$ cat config.mk
export PLATFORM = sky130hd
export DESIGN_NAME = fifo18k_sync_ctrl
export DESIGN_NICKNAME = d
export VERILOG_FILES = /design/src/rtl/fifo18k_sync_ctrl.sv
export SDC_FILE = /design/constraint.sdc
export NUM_CORES = 1
export LEC_CHECK = 0
export ABC_AREA = 1
export BUFFER_PORTS_ARGS = -buffer_cell sky130_fd_sc_hd__buf_4
export CORE_MARGIN = 1.5
export CORE_UTILIZATION = 60
export CTS_CLUSTER_DIAMETER = 80
export CTS_CLUSTER_SIZE = 12
export DETAILED_ROUTE_END_ITERATION = 8
export GPL_ROUTABILITY_DRIVEN = 1
export PLACE_DENSITY = 0.85
export SYNTH_ARGS = -nofsm -noshare
export SYNTH_HDL_FRONTEND = slang
export SYNTH_SLANG_ARGS = --single-unit
$ cat constraint.sdc
create_clock -name CLK -period 6.31 [get_ports CLK]
set_input_delay 0.9465 -clock CLK [delete_from_list [all_inputs] [get_ports CLK]]
set_output_delay 0.9465 -clock CLK [all_outputs]
set_load 0.005 [all_outputs]
$ cat src/rtl/fifo18k_sync_ctrl.sv
// fifo18k_sync_ctrl: pointer, count and flag controller for an 18Kb block-RAM
// synchronous FIFO. Generates the RAM strobes/addresses and registered status.
module fifo18k_sync_ctrl #(
  parameter int          DATA_WIDTH        = 18,
  parameter logic [10:0] PROG_EMPTY_THRESH = 11'h004,
  parameter logic [10:0] PROG_FULL_THRESH  = 11'h3fa
) (
  input  logic        CLK,
  input  logic        RESET_N,
  input  logic        WR_EN,
  input  logic        RD_EN,
  output logic        RAM_WE,
  output logic [10:0] RAM_WADDR,
  output logic        RAM_RE,
  output logic [10:0] RAM_RADDR,
  output logic        RD_VALID,
  output logic [11:0] WORD_COUNT,
  output logic        EMPTY,
  output logic        FULL,
  output logic        ALMOST_EMPTY,
  output logic        ALMOST_FULL,
  output logic        PROG_EMPTY,
  output logic        PROG_FULL,
  output logic        OVERFLOW,
  output logic        UNDERFLOW
);

  localparam int          DEPTH     = 18432 / DATA_WIDTH;
  localparam logic [11:0] DEPTH_CNT = 12'(DEPTH);
  localparam logic [11:0] ALMOST_FULL_CNT = 12'(DEPTH - 1);
  localparam logic [10:0] LAST_ADDR = 11'(DEPTH - 1);

  if (!(DATA_WIDTH == 9 || DATA_WIDTH == 18)) begin : g_bad_width
    $error("fifo18k_sync_ctrl: DATA_WIDTH must be 9 or 18");
  end
  if (int'(PROG_EMPTY_THRESH) > DEPTH) begin : g_bad_pe_thresh
    $error("fifo18k_sync_ctrl: PROG_EMPTY_THRESH exceeds DEPTH");
  end
  if (int'(PROG_FULL_THRESH) > DEPTH) begin : g_bad_pf_thresh
    $error("fifo18k_sync_ctrl: PROG_FULL_THRESH exceeds DEPTH");
  end

  logic [10:0] wrPtr_q, wrPtr_d;
  logic [10:0] rdPtr_q, rdPtr_d;
  logic [11:0] count_q, count_d;
  logic        rdValid_q;
  logic        empty_q, full_q, almostEmpty_q, almostFull_q;
  logic        progEmpty_q, progFull_q, overflow_q, underflow_q;
  logic        wrAccept, rdAccept;

  // Accept decisions use the registered flags; reset masks both strobes.
  always_comb begin
    wrAccept = RESET_N & WR_EN & ~full_q;
    rdAccept = RESET_N & RD_EN & ~empty_q;

    wrPtr_d = wrPtr_q;
    if (wrAccept) wrPtr_d = (wrPtr_q == LAST_ADDR) ? 11'd0 : wrPtr_q + 11'd1;

    rdPtr_d = rdPtr_q;
    if (rdAccept) rdPtr_d = (rdPtr_q == LAST_ADDR) ? 11'd0 : rdPtr_q + 11'd1;

    count_d = count_q;
    case ({wrAccept, rdAccept})
      2'b10:   count_d = count_q + 12'd1;
      2'b01:   count_d = count_q - 12'd1;
      default: count_d = count_q;
    endcase
  end

  // State update; flags are derived from the next count so they line up with it.
  always_ff @(posedge CLK) begin
    if (!RESET_N) begin
      wrPtr_q       <= '0;
      rdPtr_q       <= '0;
      count_q       <= '0;
      rdValid_q     <= 1'b0;
      empty_q       <= 1'b1;
      full_q        <= 1'b0;
      almostEmpty_q <= 1'b0;
      almostFull_q  <= 1'b0;
      progEmpty_q   <= 1'b1;
      progFull_q    <= 1'b0;
      overflow_q    <= 1'b0;
      underflow_q   <= 1'b0;
    end else begin
      wrPtr_q       <= wrPtr_d;
      rdPtr_q       <= rdPtr_d;
      count_q       <= count_d;
      rdValid_q     <= rdAccept;
      empty_q       <= (count_d == 12'd0);
      full_q        <= (count_d == DEPTH_CNT);
      almostEmpty_q <= (count_d == 12'd1);
      almostFull_q  <= (count_d == ALMOST_FULL_CNT);
      progEmpty_q   <= (count_d <= {1'b0, PROG_EMPTY_THRESH});
      progFull_q    <= (count_d >= {1'b0, PROG_FULL_THRESH});
      overflow_q    <= WR_EN & full_q;
      underflow_q   <= RD_EN & empty_q;
    end
  end

  assign RAM_WE       = wrAccept;
  assign RAM_WADDR    = wrPtr_q;
  assign RAM_RE       = rdAccept;
  assign RAM_RADDR    = rdPtr_q;
  assign RD_VALID     = rdValid_q;
  assign WORD_COUNT   = count_q;
  assign EMPTY        = empty_q;
  assign FULL         = full_q;
  assign ALMOST_EMPTY = almostEmpty_q;
  assign ALMOST_FULL  = almostFull_q;
  assign PROG_EMPTY   = progEmpty_q;
  assign PROG_FULL    = progFull_q;
  assign OVERFLOW     = overflow_q;
  assign UNDERFLOW    = underflow_q;

endmodule

==> load_flow_metrics.sql <==
INSERT INTO impl_metrics (metric_group, metric, value, unit) VALUES
('global_routing', 'grt_pass1_vias', '2471', ''),
('die', 'dieHeight', '70.5', 'um'),
('setup_path', 'ff2ff_path_depth', '18', ''),
('logic_synthesis', 'share_of_synthesized_area_occupied_by_flip_flops_and_latches', '31.5', '%'),
('timing', 'min_period', '3.15', 'ns'),
('finish', 'ff_latch_area', '861', 'um^2'),
('finish', 'area_delta_synth_final', '17.2', '%'),
('die', 'io_pins', '49', ''),
('setup_path', 'worst_path_max_delay_cell', 'sky130_fd_sc_hd__nor2_8', ''),
('power', 'power.total', '652', 'uW'),
('detailed_routing', 'routed_via_density', '5.30', ''),
('detailed_routing', 'wl', '6290', 'um'),
('detailed_routing', 'routed_wire_length_per_instance', '12.5', 'um'),
('finish', 'final.fill_count', '346', ''),
('clock_network', 'cts_buffer_count', '5', ''),
('detailed_routing', 'drt_pre_antenna_iters', '4', ''),
('logic_synthesis', 'synth_ff_type', 'sky130_fd_sc_hd__dfxtp_1', ''),
('job', 'max_cap_viol_count', '0', ''),
('timing', 'max_slew.worst_pin.slew', '0.713', 'ns'),
('global_routing', 'initial_antenna_violation_count', '0', ''),
('timing', 'report.final.slew_viol_count', '0', ''),
('logic_synthesis', 'post-synth-top-area-fraction', '31.5', '%'),
('clock_network', 'cts-root-to-sink-buffers', '2', ''),
('finish', 'multi_input_logic_area', '1600', 'um^2'),
('finish', 'design_area', '3200', 'um^2'),
('setup_path', 'critical_path_required', '6.55', 'ns'),
('timing', 'final_min_period_over_clock_period', '49.8', '%'),
('clock_network', 'tritoncts', 'built', ''),
('clock_network', 'cts.reportedPaths.clkPinSlew', '0.08', 'ns'),
('detailed_routing', 'remaining_drc_errors', '0', ''),
('clock_network', 'cts_root_buf', 'sky130_fd_sc_hd__clkbuf_8', ''),
('finish', 'drive_above_1_share', '22.5', '%'),
('die', 'die_area', '4970', 'um^2'),
('logic_synthesis', 'number_of_synthesized_register_bits', '43', ''),
('setup_path', 'setup.reg_to_reg.worst_slack', '3.65', 'ns'),
('worst_hold_path', 'holdCritStartpoint', 'RAM_RADDR[10]', ''),
('timing', 'finalSetupViolCount', '0', ''),
('clock_network', 'cts-htree-levels', '2', ''),
('power', 'ir_worst_vdd', '215', 'uV'),
('die', 'start_util', '62.4', '%'),
('detailed_routing', 'drt-initial-drc-count', '159', ''),
('setup_path', 'crit_path_max_fanout', '16', ''),
('place', 'placement.cell_area', '3100', 'um^2'),
('setup_path', 'crit_path_start_kind', 'primary input', ''),
('logic_synthesis', 'post_synth_instance_area', '2730', 'um^2'),
('setup_path', 'worst-endpoint-arrival', '3.39', 'ns'),
('power', 'p_leak', '0.00149', 'uW'),
('timing', 'hold_violations', '0', ''),
('setup_path', 'worst-setup-path-type', 'in -> reg', ''),
('timing', 'setup_repair_after_global_routing_missed_its_margin', 'false', ''),
('die', 'placementRows', '24', ''),
('place', 'last_weighted_congestion_value_of_the_routability_driven_placer', '0.876', ''),
('logic_synthesis', 'avgSynthCellArea', '6.73', 'um^2'),
('setup_path', 'worstSetupEndpointType', 'register', ''),
('global_routing', 'gr-usage-all-layers', '26.3', '%'),
('clock_network', 'post-cts-setup-buffers', '0', ''),
('logic_synthesis', 'netlist_instances', '406', ''),
('clock_network', 'holdBufCountCts', '0', ''),
('logic_synthesis', 'yosysTopAreaCell', 'sky130_fd_sc_hd__dfxtp_1', ''),
('status', 'outcome', 'complete, no violations', ''),
('clock_network', 'cts_repair_resize_count', '0', ''),
('place', 'port-buffer-count', '48', ''),
('timing', 'slew_headroom', '51.8', '%'),
('detailed_routing', 'dr_total_vias', '2677', ''),
('logic_synthesis', 'synth-edff-count', '0', ''),
('setup_path', 'rr_endpoint', 'EMPTY', ''),
('setup_path', 'worstReg2RegStart', 'EMPTY', ''),
('timing', 'max_clock_freq', '318', 'MHz'),
('finish', 'mostFrequentLayoutCell', 'sky130_fd_sc_hd__nand2_1', ''),
('global_routing', 'grt_max_degree', '26', ''),
('place', 'dpl_worst_slack', '2.90', 'ns');
[critical path, delay by kind of cell]
| kind | cells | cell delay [ns] |
|---|---|---|
| fa+ha+maj | 1 | 0.19 |
| simple gates | 15 | 1.82 |
| compound gates | 1 | 0.08 |
| buf+inv | 3 | 0.35 |
[cells in the mapped netlist (all sizes together), types with 2 or more instances]
library cell    n
o21ai           8
inv            56
nor2           64
buf             5
clkinv          2
a21o            2
nor3           10
ha              4
a211oi          2
a21oi          10
o21bai          3
nand3b          6
nand3          45
clkbuf          3
xor2           13
dfxtp          43
nand4          10
nand2         115
[registers in the layout (all words and copies together) (netlist names)]
signal / cells
ALMOST_EMPTY: 1
ALMOST_FULL: 1
EMPTY: 1
FULL: 1
OVERFLOW: 1
PROG_EMPTY: 1
PROG_FULL: 1
RAM_RADDR: 11
RAM_WADDR: 11
RD_VALID: 1
UNDERFLOW: 1
WORD_COUNT: 12
[through the flow]
stage,util (%),hold slack (ns)
global route,73.1,0.535
floorplan,-,0.470
global placement,70.7,0.478
finish,73.1,0.507
CTS,73.1,0.498
detailed placement,70.7,0.486
[cell type report]
type	count	share of cell area, %
multi-input combinational	297	49.8
inverter	58	6.80
sequential	43	26.9
timing repair buffer	48	11.3
clock inverter	1	0.938
tap	52	2.03
clock buffer	6	2.27
[how the worst max path moves through the flow]
stage,start,endpoint,cells past startpoint
detailed placement,RESET_N,EMPTY,20
floorplan,RESET_N,ALMOST_FULL,18
finish,RESET_N,EMPTY,20
CTS,RESET_N,EMPTY,20
global placement,RESET_N,FULL,20
global route,RESET_N,EMPTY,20
[cells by family (layout without fill, tap and decap cells)]
| family | after synthesis | in the layout | synth area share (%) |
|---|---|---|---|
| and+or+nand+nor | 251 | 251 | 44.8 |
| buffers and inverters | 66 | 113 | 10.1 |
| AOI/OAI and AO/OA | 28 | 28 | 7.00 |
| adders and majority gates | 4 | 4 | 1.83 |
| xor gates and xnor gates | 14 | 14 | 4.76 |
| DFF | 43 | 43 | 31.5 |
[per-layer routing]
layer	up-vias	track usage, %	part of all wire, %
met5	-	0	0
met4	0	7.69	1.7
met3	10	4.18	4.1
met2	69	47.4	50
met1	1219	32.3	44
li1	1379	-	-
[power breakdown]
| part | internal [uW] | total, uW | switching, uW |
|---|---|---|---|
| sequential | 283 | 295 | 12.8 |
| combinational | 53.0 | 148 | 94.9 |
| clock | 116 | 209 | 93.0 |
No activity file was read; power rests on OpenSTA's default activity.
